==> src/rtl/display_scan_if.sv <==
// ---------------------------------------------------------------------------
// display_scan_if
//   Bundles the load/value request and the scan outputs of display_scan_ctrl.
//   master : the block that requests conversions and consumes the scan outputs
//   slave  : display_scan_ctrl itself
//   Signals
//     load      1   single-cycle conversion request
//     value     10  unsigned binary value to display
//     busy      1   conversion in progress
//     done      1   one-cycle pulse when new digits are committed
//     select    2   current digit slot (0=ones, 1=tens, 2=hundreds)
//     digit_val 4   BCD digit for the current slot
// ---------------------------------------------------------------------------
interface display_scan_if;
    logic       load;
    logic [9:0] value;
    logic       busy;
    logic       done;
    logic [1:0] select;
    logic [3:0] digit_val;

    modport master (
        output load,
        output value,
        input  busy,
        input  done,
        input  select,
        input  digit_val
    );

    modport slave (
        input  load,
        input  value,
        output busy,
        output done,
        output select,
        output digit_val
    );
endinterface

==> src/rtl/display_scan_ctrl.sv <==
// ---------------------------------------------------------------------------
// display_scan_ctrl
//   Converts a 10-bit binary value (saturated to 999) into three BCD digits
//   with a sequential shift-add-3 engine, holds them, and time-multiplexes
//   them onto select/digit_val for the seven-segment driver.
//
//   Ports
//     src_clk   in   system clock, all state on posedge
//     src_rst   in   synchronous active-low reset
//     bus       slave modport of display_scan_if (load/value in,
//               busy/done/select/digit_val out)
//
//   FSM states
//     state      | meaning
//     -----------+---------------------------------------------------------
//     S_IDLE     | waiting for load; digit regs shown unchanged
//     S_CONVERT  | one add-3 + shift per cycle, 10 cycles, then commit
// ---------------------------------------------------------------------------
module display_scan_ctrl #(
    parameter int CLK_DIV   = 50000,
    parameter int DIV_WIDTH = 16
) (
    input  logic          src_clk,
    input  logic          src_rst,
    display_scan_if.slave bus
);

    typedef enum logic {
        S_IDLE,
        S_CONVERT
    } state_t;

    localparam logic [DIV_WIDTH-1:0] DIV_LAST = DIV_WIDTH'(CLK_DIV - 1);

    state_t               r_state;
    logic [9:0]           r_bin;
    logic [11:0]          r_bcd;
    logic [3:0]           r_cnt;
    logic                 r_busy;
    logic                 r_done;
    logic [3:0]           r_ones;
    logic [3:0]           r_tens;
    logic [3:0]           r_hund;
    logic [DIV_WIDTH-1:0] r_presc;
    logic [1:0]           r_select;

    logic [11:0]          w_bcd_adj;
    logic [21:0]          w_shift;
    logic [9:0]           w_sat;
    logic [3:0]           w_digit;

    function automatic logic [3:0] add3(input logic [3:0] n);
        return (n >= 4'd5) ? n + 4'd3 : n;
    endfunction

    assign w_sat = (bus.value > 10'd999) ? 10'd999 : bus.value;

    assign w_bcd_adj = {add3(r_bcd[11:8]), add3(r_bcd[7:4]), add3(r_bcd[3:0])};
    // bin MSB moves into the BCD LSB; the dropped top bit is always 0 for inputs <= 999
    assign w_shift   = {w_bcd_adj, r_bin} << 1;

    always_ff @(posedge src_clk) begin
        if (!src_rst) begin
            r_state <= S_IDLE;
            r_bin   <= '0;
            r_bcd   <= '0;
            r_cnt   <= '0;
            r_busy  <= 1'b0;
            r_done  <= 1'b0;
            r_ones  <= '0;
            r_tens  <= '0;
            r_hund  <= '0;
        end else begin
            r_done <= 1'b0;
            case (r_state)
                S_IDLE: begin
                    if (bus.load) begin
                        r_bin   <= w_sat;
                        r_bcd   <= '0;
                        r_cnt   <= '0;
                        r_busy  <= 1'b1;
                        r_state <= S_CONVERT;
                    end
                end
                S_CONVERT: begin
                    r_bcd <= w_shift[21:10];
                    r_bin <= w_shift[9:0];
                    r_cnt <= r_cnt + 4'd1;
                    if (r_cnt == 4'd9) begin
                        // commit straight from the final shift so the display never sees partial digits
                        r_ones  <= w_shift[13:10];
                        r_tens  <= w_shift[17:14];
                        r_hund  <= w_shift[21:18];
                        r_done  <= 1'b1;
                        r_busy  <= 1'b0;
                        r_state <= S_IDLE;
                    end
                end
                default: begin
                    r_busy  <= 1'b0;
                    r_state <= S_IDLE;
                end
            endcase
        end
    end

    // Scan prescaler runs regardless of conversion activity
    always_ff @(posedge src_clk) begin
        if (!src_rst) begin
            r_presc  <= '0;
            r_select <= 2'd0;
        end else if (r_presc == DIV_LAST) begin
            r_presc  <= '0;
            r_select <= (r_select == 2'd2) ? 2'd0 : r_select + 2'd1;
        end else begin
            r_presc <= r_presc + 1'b1;
        end
    end

    always_comb begin
        w_digit = 4'd0;
        case (r_select)
            2'd0:    w_digit = r_ones;
            2'd1:    w_digit = r_tens;
            2'd2:    w_digit = r_hund;
            default: w_digit = 4'd0;
        endcase
    end

    assign bus.busy      = r_busy;
    assign bus.done      = r_done;
    assign bus.select    = r_select;
    assign bus.digit_val = w_digit;

endmodule

==> src/flat_wrapper.sv <==
// flat-port wrapper written by rule: the top's interface ports become plain ports
module display_scan_ctrl_flat 
#(
    parameter int CLK_DIV   = 50000,
    parameter int DIV_WIDTH = 16
)
  (src_clk, src_rst, bus_load, bus_value, bus_busy, bus_done, bus_select, bus_digit_val);
  display_scan_if bus_i ();
  input  logic src_clk;
  input  logic src_rst;
  input wire logic [$bits(bus_i.load)-1:0] bus_load;
  input wire logic [$bits(bus_i.value)-1:0] bus_value;
  output wire logic [$bits(bus_i.busy)-1:0] bus_busy;
  output wire logic [$bits(bus_i.done)-1:0] bus_done;
  output wire logic [$bits(bus_i.select)-1:0] bus_select;
  output wire logic [$bits(bus_i.digit_val)-1:0] bus_digit_val;
  assign bus_i.load = bus_load;
  assign bus_i.value = bus_value;
  assign bus_busy = bus_i.busy;
  assign bus_done = bus_i.done;
  assign bus_select = bus_i.select;
  assign bus_digit_val = bus_i.digit_val;
  display_scan_ctrl #(.CLK_DIV(CLK_DIV), .DIV_WIDTH(DIV_WIDTH)) u_core (.src_clk(src_clk), .src_rst(src_rst), .bus(bus_i));
endmodule
==> config.mk <==
export PLATFORM = sky130hd
export DESIGN_NAME = display_scan_ctrl_flat
export DESIGN_NICKNAME = d
export VERILOG_FILES = /design/src/rtl/display_scan_if.sv /design/src/rtl/display_scan_ctrl.sv /design/src/flat_wrapper.sv
export SDC_FILE = /design/constraint.sdc
export NUM_CORES = 1
export LEC_CHECK = 0
export CAP_MARGIN = 20
export CELL_PAD_IN_SITES_DETAIL_PLACEMENT = 0
export CELL_PAD_IN_SITES_GLOBAL_PLACEMENT = 1
export CORE_MARGIN = 5
export CORE_UTILIZATION = 30
export CTS_BUF_LIST = sky130_fd_sc_hd__clkbuf_8
export DETAILED_ROUTE_END_ITERATION = 16
export PLACE_DENSITY_LB_ADDON = 0.1
export SYNTH_ARGS = -nofsm -noshare
export SYNTH_HDL_FRONTEND = slang
export SYNTH_SLANG_ARGS = --single-unit
==> constraint.sdc <==
create_clock -name src_clk -period 2.2 [get_ports src_clk]
set_input_delay 0.44 -clock src_clk [delete_from_list [all_inputs] [get_ports src_clk]]
set_output_delay 0.44 -clock src_clk [all_outputs]
set_load 0.02 [all_outputs]
==> flow_metrics.env <==
export IMPL_timing_final_hold_violations=0
export IMPL_rows=35
export IMPL_grt_antenna_before_repair=0
export IMPL_r2r_start="u_core.r_presc[4]$_SDFF_PP0_"
export IMPL_min_period_over_period_pct=93.5
export IMPL_total_grt_usage_pct=11.8
export IMPL_drt_pass1_iter_count=4
export IMPL_crit_required_ps=1760
export IMPL_syn_mean_instance_area_sq_um=8.66
export IMPL_netlist_area_leader_share_pct=42.4
export IMPL_netlist_top_cells_area="dfxtp_1 (42%), nor2_1 (5.7%), mux2i_1 (4.7%), a21oi_1 (4.5%), xnor2_1 (4.4%)"
export IMPL_synth_cell_types=44
export IMPL_route_detailed_wl_per_inst_um=13.6
export IMPL_sequential_cell_area_fraction_in_the_yosys_report_pct=42.4
export IMPL_drc_errors=0
export IMPL_grt_setup_unrepaired="false"
export IMPL_slew_headroom_pct=71.9
export IMPL_layout_setup_ws_ps=144
export IMPL_slowest_delay_ps=620
export IMPL_clock_path_buffers=2
export IMPL_hold_worst_slack_ps=467
export IMPL_grt_max_degree=20
export IMPL_powerDensity_nw_per_um2=643
export IMPL_hold_path_depth=1
export IMPL_syn_nets=344
export IMPL_holdCritPathClass="flip-flop to flip-flop"
export IMPL_worst_setup_path_end_kind="primary output"
export IMPL_first_global_vias=2166
export IMPL_die_height_um=106
export IMPL_max_vdd_ir_drop_v=0.000264
export IMPL_total_power_mw=2.15
export IMPL_totalNegativeSetupSlack_ps=0
export IMPL_fillers=969
export IMPL_yosys_warnings=0
export IMPL_start_util_pct=30.5
export IMPL_critPathArrivalTime_ps=1620
export IMPL_n_antenna_cell=0
export IMPL_post_layout_nonfiller_instances=465
export IMPL_tritoncts="built"
export IMPL_criticalPathCategory="flip-flop to primary output"
export IMPL_1st_iter_drt_viols=75
export IMPL_synthMostInstantiatedCell="dfxtp_1"
export IMPL_ctsHtreeMaxLevel=3
export IMPL_io_buffers=20
export IMPL_total_congestion_overflow_after_global_routing=0
export IMPL_cpLargestDelayFamily="buffers and inverters"
export IMPL_placedInstanceArea_sq_um=3150
export IMPL_yosys_top_cells_count="dfxtp_1 (59), nor2_1 (42), a21oi_1 (25), nand2_1 (24)"
export IMPL_clock_skew_ps=9.22
export IMPL_total_leakage_power_nw=1.16
export IMPL_clock_latency_ps=330
export IMPL_max_cap_viol_count=0
export IMPL_synth_edff_count=0
export IMPL_via_to_cell_ratio=4.88
export IMPL_synth_cells=322
export IMPL_critical_path_cell_chain="mux2i_1 > o22ai_1 > clkdlybuf4s50_1"
export IMPL_ant_nets=0
export IMPL_worst_r2r_cell_count=4
export IMPL_pre_cts_ws_ps=244
export IMPL_final_util_pct=36.5
export IMPL_primary_flip_flop_cell_chosen_by_synthesis_mapping="dfxtp_1"
export IMPL_min_period_ps=2060
export IMPL_timing_hold_worst_endpoint="u_core.r_presc[0]$_SDFF_PP0_"
export IMPL_asr_flop_ratio_synth_pct=0
export IMPL_achievable_frequency_mhz=486
export IMPL_worst_setup_hold_path_clk_slew_ps=70
export IMPL_design_area_sq_um=3340
export IMPL_reg2reg_slack_ps=470
export IMPL_routed_wirelength_mm=6.31
export IMPL_crit_reg2reg_capture="u_core.r_presc[1]$_SDFF_PP0_"
export IMPL_crit_path_start_kind="flip-flop"
export IMPL_run_status="complete, no violations"
export IMPL_timing_hold_worst_start="u_core.r_presc[0]$_SDFF_PP0_"
export IMPL_root_buf_cell="clkbuf_8"
export IMPL_detailed_place_hpwl_mm=4.52
export IMPL_io_pin_count=21
export IMPL_numClockSinks=59
export IMPL_place_detailed_instances=449
export IMPL_fp_dieArea_sq_um=11300
export IMPL_post_synth_top_area_cell="dfxtp_1"
export IMPL_grt_first_pass_wirelength_mm=10.6
export IMPL_critPathSlowestCell="clkdlybuf4s50_1"
export IMPL_buffer_count_from_post_cts_setup_fixing=0
export IMPL_post_cts_hold_buffer_count=0
export IMPL_cts_made_buffers=9
export IMPL_finalNetCount=371
export IMPL_setup_viol=0
export IMPL_critical_path_max_fanout=12
export IMPL_num_vias=2271
export IMPL_flow_area_growth_from_synthesis_pct=19.7
export IMPL_place_congestion=0.722
export IMPL_floorplan_die_width_um=106
export IMPL_drive_above_1_share_pct=11.0
export IMPL_synth_seq_cells=59
export IMPL_finalMaxSlewViolations=0
export IMPL_syn_cell_area_sq_um=2790
export IMPL_placeableCoreArea_sq_um=9150
export IMPL_tightest_slew_ps=420
export IMPL_cp_buffers_inverters=1
[worst register-to-register path: cells and delay by family (launching register included)]
family | cells | cell delay, ps
simple gates | 4 | 1240
flops | 1 | 380
[area by class of cell]
class                   instances  area [sq um]  share of cell area (%)
flip-flops and latches         59          1190                    35.5
well taps                     111           139                    4.16
clock buffers                  11           151                    4.54
clock inverters                 5          28.8                   0.862
repair buffers                 32           290                    8.70
multi-input cells             232          1490                    44.5
inverters                      15          56.3                    1.69
[metal layers]
layer	GRT usage, %	vias up	wire length (um)
li1	-	1197	-
met1	15.6	1036	3200
met2	18.3	33	2800
met3	4.31	5	260
met4	3.01	0	51
met5	0	-	0
[worst max-delay path by stage]
stage,from,cells past startpoint,slack [ps],endpoint
2_1_floorplan,u_core.bus.select[1]$_SDFFE_PN0N_,3,470,bus_digit_val[0]
3_3_place_gp,u_core.bus.select[1]$_SDFFE_PN0N_,3,270,bus_digit_val[2]
3_5_place_dp,u_core.bus.select[1]$_SDFFE_PN0N_,3,240,bus_digit_val[1]
4_1_cts,u_core.bus.select[0]$_SDFFE_PN0N_,3,2,bus_digit_val[2]
5_1_grt,u_core.bus.select[1]$_SDFFE_PN0N_,3,30,bus_digit_val[2]
6_report,u_core.bus.select[1]$_SDFFE_PN0N_,3,140,bus_digit_val[1]
[flip-flops by register name (all words and copies together) (netlist names)]
signal	count
u_core.r_bcd	12
u_core.bus.select	2
u_core.r_state	1
u_core.r_cnt	4
u_core.bus.done	1
u_core.bus.busy	1
u_core.r_bin	10
u_core.r_hund	4
u_core.r_ones	4
u_core.r_tens	4
u_core.r_presc	16
[cell families (layout without fill, tap and decap cells)]
kind of cell | Yosys count | after routing | synth area share (%)
adders and majority gates | 9 | 9 | 4.04
DFF | 59 | 59 | 42.4
xor gates and xnor gates | 15 | 15 | 4.71
AOI/OAI and AO/OA | 67 | 67 | 15.9
muxes | 16 | 16 | 5.88
buffers and inverters | 31 | 63 | 4.35
and+or+nand+nor | 125 | 125 | 22.7
[timing repair]
item                       4_1_cts  5_1_grt
pin swaps                        0        0
cloned                           0        0
setup endpoints to repair        4        4
gates resized for setup          1        2
[power breakdown]
part	internal, mW	switching [mW]
Clock	0.462	0.432
Sequential	1.09	0.0198
Combinational	0.0682	0.0773
Total	1.62	0.529
[cells in the final DEF, fill, tap and decap left out, drive strengths merged, types with 2 or more instances in the layout]
cell           netlist  layout
mux2                 3       3
nor4                 5       5
clkinv               1       3
a32oi                2       2
nor3                 7       7
or3                  6       6
o21ai               12      12
nand3b               2       2
nor2b                4       4
ha                   9       9
nand2               24      24
a311oi               3       3
nor3b                5       5
a21o                 2       2
o32ai                6       6
dfxtp               59      59
nand2b               6       6
clkinvlp             0       2
nand4                3       3
and3                 3       3
nand3               12      12
and2                 2       2
inv                 14      15
xnor2               14      14
nor2                42      42
mux2i               13      13
a21oi               25      25
clkdlybuf4s50        0      20
clkbuf              12      11
buf                  4      12
or2                  2       2
o22ai               10      10
o21ba                2       2
Note: power is estimated with default switching activity, not from simulation.
